### config.mk
export PLATFORM = sky130hd
export DESIGN_NAME = multicycle_ctrl
export DESIGN_NICKNAME = d
export VERILOG_FILES = /design/src/rtl/cpu_ctrl_pkg.sv /design/src/rtl/stage_watchdog.sv /design/src/rtl/multicycle_ctrl.sv
export SDC_FILE = /design/constraint.sdc
export NUM_CORES = 1
export LEC_CHECK = 0
export ABC_AREA = 1
export BUFFER_PORTS_ARGS = -buffer_cell sky130_fd_sc_hd__buf_2
export CAP_MARGIN = 5
export CORE_UTILIZATION = 60
export DETAILED_ROUTE_END_ITERATION = 10
export PLACE_DENSITY = 0.84
export SLEW_MARGIN = 20
export SYNTH_ARGS = -nofsm -noshare
export SYNTH_HDL_FRONTEND = slang
export SYNTH_HIERARCHICAL = 1
export SYNTH_SLANG_ARGS = --single-unit
export TNS_END_PERCENT = 50
### constraint.sdc
create_clock -name clk -period 4.25 [get_ports clk]
set_clock_uncertainty 0.2 [all_clocks]
set_input_delay 1.0625 -clock clk [delete_from_list [all_inputs] [get_ports clk]]
set_output_delay 1.0625 -clock clk [all_outputs]
set_load 0.02 [all_outputs]
### src/rtl/cpu_ctrl_pkg.sv
// rtl/cpu_ctrl_pkg.sv - shared state codes and watchdog default for the multicycle controller
package cpu_ctrl_pkg;

    localparam int DEFAULT_TIMEOUT = 255;

    // Codes 6 and 7 are never produced; the controller maps them back to IDLE.
    typedef enum logic [2:0] {
        ST_IDLE = 3'd0,
        ST_IF   = 3'd1,
        ST_ID   = 3'd2,
        ST_EXE  = 3'd3,
        ST_MEM  = 3'd4,
        ST_WB   = 3'd5
    } state_t;

endpackage

### src/rtl/stage_watchdog.sv
// rtl/stage_watchdog.sv - saturating per-stage dwell counter with expiry flag
//
// Ports:
//   clk     - clock, rising edge
//   resetn  - synchronous active-low reset, counter to 0
//   clear   - restart the count from 0 (asserted on every state change)
//   enable  - advance the count by one, saturating at TIMEOUT
//   expired - high while the count equals TIMEOUT
module stage_watchdog
    import cpu_ctrl_pkg::*;
#(
    parameter int TIMEOUT = DEFAULT_TIMEOUT
) (
    input  logic clk,
    input  logic resetn,
    input  logic clear,
    input  logic enable,
    output logic expired
);

    localparam int CW = (TIMEOUT < 1) ? 1 : $clog2(TIMEOUT + 1);
    localparam logic [CW-1:0] LIMIT = CW'(TIMEOUT);

    logic [CW-1:0] count;

    always_ff @(posedge clk) begin
        if (!resetn || clear) begin
            count <= '0;
        end else if (enable && count != LIMIT) begin
            count <= count + 1'b1;
        end
    end

    assign expired = (count == LIMIT);

endmodule

### src/rtl/multicycle_ctrl.sv
// rtl/multicycle_ctrl.sv - IF/ID/EXE/MEM/WB sequencing FSM with halt, retire count and watchdog
//
// Ports:
//   clk, resetn                         - clock and synchronous active-low reset
//   run                                 - level enable to start/continue execution
//   halt_req                            - pulse: stop after the current instruction
//   IF_over..WB_over                    - stage-complete pulses, honoured only in their own stage
//   need_mem                            - decode result, sampled with an accepted ID_over
//   IF_valid..WB_valid                  - one-hot stage enables (Moore)
//   next_fetch                          - PC-advance strobe, coincident with retirement
//   state                               - current state code
//   inst_count                          - retired instruction count (wraps)
//   busy                                - state is not IDLE
//   timeout_err                         - sticky watchdog abort flag
module multicycle_ctrl
    import cpu_ctrl_pkg::*;
#(
    parameter int TIMEOUT = DEFAULT_TIMEOUT
) (
    input  logic        clk,
    input  logic        resetn,
    input  logic        run,
    input  logic        halt_req,
    input  logic        IF_over,
    input  logic        ID_over,
    input  logic        EXE_over,
    input  logic        MEM_over,
    input  logic        WB_over,
    input  logic        need_mem,
    output logic        IF_valid,
    output logic        ID_valid,
    output logic        EXE_valid,
    output logic        MEM_valid,
    output logic        WB_valid,
    output logic        next_fetch,
    output logic [2:0]  state,
    output logic [31:0] inst_count,
    output logic        busy,
    output logic        timeout_err
);

    state_t      state_q, state_d;
    logic        mem_flag_q, mem_flag_d;
    logic        halt_pending_q, halt_pending_d;
    logic        timeout_err_q;
    logic [31:0] inst_count_q;
    logic        accepted;
    logic        retire;
    logic        wd_abort;
    logic        wd_expired;

    always_ff @(posedge clk) begin
        if (!resetn) begin
            state_q        <= ST_IDLE;
            mem_flag_q     <= 1'b0;
            halt_pending_q <= 1'b0;
            timeout_err_q  <= 1'b0;
            inst_count_q   <= '0;
        end else begin
            state_q        <= state_d;
            mem_flag_q     <= mem_flag_d;
            halt_pending_q <= halt_pending_d;
            if (wd_abort) begin
                timeout_err_q <= 1'b1;
            end
            if (retire) begin
                inst_count_q <= inst_count_q + 32'd1;
            end
        end
    end

    always_comb begin
        state_d    = state_q;
        mem_flag_d = mem_flag_q;
        accepted   = 1'b0;
        retire     = 1'b0;
        wd_abort   = 1'b0;

        case (state_q)
            ST_IDLE: begin
                if (run && !timeout_err_q) begin
                    state_d = ST_IF;
                end
            end
            ST_IF: begin
                if (IF_over) begin
                    accepted = 1'b1;
                    state_d  = ST_ID;
                end
            end
            ST_ID: begin
                if (ID_over) begin
                    accepted   = 1'b1;
                    mem_flag_d = need_mem;
                    state_d    = ST_EXE;
                end
            end
            ST_EXE: begin
                if (EXE_over) begin
                    accepted = 1'b1;
                    state_d  = mem_flag_q ? ST_MEM : ST_WB;
                end
            end
            ST_MEM: begin
                if (MEM_over) begin
                    accepted = 1'b1;
                    state_d  = ST_WB;
                end
            end
            ST_WB: begin
                if (WB_over) begin
                    accepted = 1'b1;
                    retire   = 1'b1;
                    // A halt arriving in the retirement cycle itself still counts.
                    state_d  = (halt_pending_q || halt_req || !run) ? ST_IDLE : ST_IF;
                end
            end
            default: begin
                state_d = ST_IDLE;
            end
        endcase

        // Completion wins over expiry in the same cycle.
        if (state_q inside {ST_IF, ST_ID, ST_EXE, ST_MEM, ST_WB} && !accepted && wd_expired) begin
            wd_abort = 1'b1;
            state_d  = ST_IDLE;
        end
    end

    always_comb begin
        halt_pending_d = halt_pending_q;
        if (state_q != ST_IDLE && halt_req) begin
            halt_pending_d = 1'b1;
        end
        if (state_d == ST_IDLE) begin
            halt_pending_d = 1'b0;
        end
    end

    stage_watchdog #(
        .TIMEOUT (TIMEOUT)
    ) u_watchdog (
        .clk     (clk),
        .resetn  (resetn),
        .clear   (state_d != state_q),
        .enable  (1'b1),
        .expired (wd_expired)
    );

    assign IF_valid    = (state_q == ST_IF);
    assign ID_valid    = (state_q == ST_ID);
    assign EXE_valid   = (state_q == ST_EXE);
    assign MEM_valid   = (state_q == ST_MEM);
    assign WB_valid    = (state_q == ST_WB);
    assign busy        = (state_q != ST_IDLE);
    assign state       = state_q;
    assign inst_count  = inst_count_q;
    assign timeout_err = timeout_err_q;
    // Gated by resetn so a WB_over during reset cannot advance the PC.
    assign next_fetch  = resetn && retire;

endmodule

* Yosys cells after proc, flatten, opt, wreduce, memory -nomap -nowiden
Index checks and enable logic that the tools add are counted.
Cells by class: $add $sub $neg 2, bitwise gates (word level) 1, reduce and logical (&&, ||, !) cells 18, equality and inequality tests 8, multiplexer cells 18
Operator list (number):
- $add 32x1->32 const B | 1
- $mux 3 | 7
- $pmux 3 s6 | 1
- $mux 1 | 9
- $add 8x1->8 const B | 1
- $eq 8x8->1 const B | 1
- $ne 8x8->1 const B | 1
- $eq 3x2->1 const B | 2
- $eq 3x3->1 const B | 2
- $logic_not 3->1 | 2
- $logic_and 1x1->1 | 5
- $pmux 1 s5 | 1
- $reduce_bool 5->1 | 1
- $logic_not 1->1 | 4
- $eq 3x1->1 const B | 1
- $logic_or 1x1->1 | 3
- $ne 3x3->1 | 1
- $reduce_bool 3->1 | 1
- $reduce_and 2->1 | 1
- $reduce_or 2->1 | 1
- $not 1->1 | 1
Word-level totals: input bits 10, output and inout bits 43, word-level logic and storage cells 53, bits in registers 46

* Longest topological paths before layout
word-level depth 8, mapped depth 17, mapped depth without buffers 16

* Cells and area by module
Netlist, hierarchy kept.
By module, submodules not included:
- multicycle_ctrl | cells each 378, instances 1, area an instance 2349.8 µm², sequential area each 760.7 µm²
- stage_watchdog | cells each 74, instances 1, area an instance 509.2 µm², sequential area each 160.2 µm²

* Worst setup path after synthesis
OpenSTA, ideal clock, no wires.
path type input-to-output, start input port WB_over, end output port next_fetch, arrival time 1.755 ns, stages 3, required time 2.988 ns, setup slack 1.232 ns, path buffers 1, path through nand4_4 > clkbuf_1 > nor2_1
Between the ends: longest elaborated chain between the ends 3
RTL lines:
- start: declaration | RTL line multicycle_ctrl.sv:28 | input logic WB_over,
- $mux 1 | RTL line multicycle_ctrl.sv:111 | if (WB_over) begin
- $mux 1 | RTL line multicycle_ctrl.sv:79 | case (state_q)
- $logic_and 1x1->1 | RTL line multicycle_ctrl.sv:160 | assign next_fetch = resetn && retire;
- end: declaration | RTL line multicycle_ctrl.sv:35 | output logic next_fetch,
No other way between the ends.

* Worst setup path after layout
Ends and elaborated chain as after synthesis.

==> metrics <==
outcome=finished, violations left; failing checks=DRC; Final ANT Viol Nets=0; Post-DP HPWL=4.88 mm; Initial Utilization=63.9%; Die H=71.0 um; WP data required=2.99 ns; CP Class=in2out; routed len/inst=11.4 um; largest net degree at the start of global routing=24; synthesized netlist cell count=452; Synth Cell Area=2860 sq um; ant diodes=0; TritonRoute pass-1 iters=8; final hold slack=0.274 ns; Post-Route WL=6.34 mm; clock sink count=46; PostCTS Resize Cnt=0; Slew HR=45.4%; Setup Buffers After CTS=0; Placeable Area=4470 sq um; Max-Cap Viols=0; fmax=0.327 GHz; Crit. End Element=output port; initial detailed-routing violation count=117; root buffer cell=clkbuf_8; CTS clk-pin slew, worst paths=0.08 ns; overall routing resource usage=27.1%; hold path startpoint=timeout_err$_SDFFE_PN0N_; CTS Hold Bufs=0; synth unique cells=34; initial antenna violation count=0; die width=71.0 um; via count=2,919; sequential area share after synthesis=32.2%; YS warnings=6; clock buffer depth=2; Final Hold Fails=0; RSZ-0062 raised after global routing=false; first-pass GRT wire length=11.0 mm; startpoint types=primary input; Worst Path Max Fanout=16; DRC=3; Placer Congestion=0.865; Rows=24; CP startpoint=WB_over; worst r2r src=u_watchdog/count[0]$_SDFFE_PP0P_; nets@finish=514; Top Ports=53; TritonCTS clock tree=yes; Mapped Avg Cell Area=6.33 sq um; total grt overflow=0; Num CTS Buffers=5; final setup vio count=0; #FFs+latches synth=46; Setup TNS Final=0 ns; crit path DAT=1.80 ns; P_leak=0.00152 uW; H-tree levels=2; Slew @ Worst Pin=0.816 ns; die area=5050 sq um; vias in the first global route=2,631; fin crit share=72.0%; Synthesized Nets=464; fin crit period=3.06 ns; number of fill cells=411; pwr dens=253 nW/um^2; Hold Path Class=reg2reg; share of cells above drive strength 1=18.1%; I/O Buffers=52; Layout area overhead=12.6%; DR vias/cell=5.26; VDD IR max=174 uV; Max Slew Vio Count=0; Worst-Skew Late Latency=0.30 ns
## metal layers
metal | global-route usage (%) | wire length (um) | up-vias
met4 | 9.11 | 110 | 0
met2 | 48.9 | 3180 | 73
met1 | 32.1 | 2800 | 1316
met3 | 5.13 | 252 | 10
li1 | - | - | 1520
met5 | 0 | 0 | -
## cell type report
class / count / area (sq um) / area share, %
Multi-Input combinational cell: 345 / 1680 / 52.1
Sequential cell: 46 / 921 / 28.6
Tap cell: 52 / 65.1 / 2.02
Inverter: 51 / 196 / 6.10
Clock inverter: 1 / 5.00 / 0.156
Timing Repair Buffer: 53 / 268 / 8.32
Clock buffer: 7 / 86.3 / 2.68
## sequential cells by signal, summed over array words and instances, names as in the netlist
signal and count:
inst_count 32, u_watchdog/count 8, mem_flag_q 1, timeout_err 1, state 3, halt_pending_q 1
## kinds of logic (layout without fill, tap and decap cells)
group	count (synthesis)	count (layout)	share of synthesized area, %
and+or+nand+nor	287	287	46.8
other	1	1	0.131
xor gates and xnor gates	5	5	1.53
DFF	46	46	32.2
buffers and inverters	61	112	9.15
AOI/OAI and AO/OA	50	50	9.32
adders and majority gates	2	2	0.875
## critical path, stage by stage
cell	delay, ns
buf_2	0.11
nand4_4	0.28
nor2_1	0.16
buf_2	0.18
## power breakdown
part,total [uW],switching (uW),internal (uW)
registers,445,9.57,436
logic,90.0,59.4,30.6
clock network,280,148,132
## stage by stage
step / setup WS [ns] / cell area (sq um) / instances / power [uW] / utilization (%)
after global placement: 1.19 / 3130 / 547 / 542 / 69.9
final: 1.19 / 3220 / 555 / 815 / 71.9
after global routing: 1.13 / 3220 / 555 / 857 / 71.9
after detailed placement: 1.18 / 3130 / 547 / 545 / 69.9
after CTS: 1.18 / 3220 / 555 / 822 / 71.9
after floorplan: 1.23 / 2860 / 452 / 525 / -
## cells in the mapped netlist, drive strengths merged
cell type,instances,area share [%]
nand4,9,2.5
xor2,5,1.5
buf,6,1.8
o21a,1,0.26
nand2,150,21
nand3b,5,1.3
a211oi,1,0.26
a21boi,1,0.26
conb,1,0.13
nor2,87,15
clkinv,1,0.13
inv,50,6.7
clkbuf,4,0.53
nand3,30,5.8
ha,2,0.88
a21oi,34,6.0
o21ai,10,1.8
nor3,5,1.2
dfxtp,46,32
o21bai,1,0.39
nor4,1,0.22
a31oi,2,0.44
## worst paths after layout
check                                                        end  slack [ns]  depth (start not counted)
worst max register to register  u_watchdog/count[5]$_SDFFE_PP0P_        1.56                         16
worst max-delay path                                  next_fetch        1.19                          4
worst min-delay path                    timeout_err$_SDFFE_PN0N_        0.27                          2
worst min register to register          timeout_err$_SDFFE_PN0N_        0.27                          2
## cell usage in the layout (no fill, tap or decap), drive strengths merged
cell    count
nand2     150
nor2       87
buf        53
inv        50
dfxtp      46
a21oi      34
nand3      30
o21ai      10
nand4       9
clkbuf      7
nand3b      5
xor2        5
nor3        5
a31oi       2
ha          2
clkinv      2
a21boi      1
o21a        1
a211oi      1
nor4        1
o21bai      1
conb        1
(Power assumes the default switching activity.)
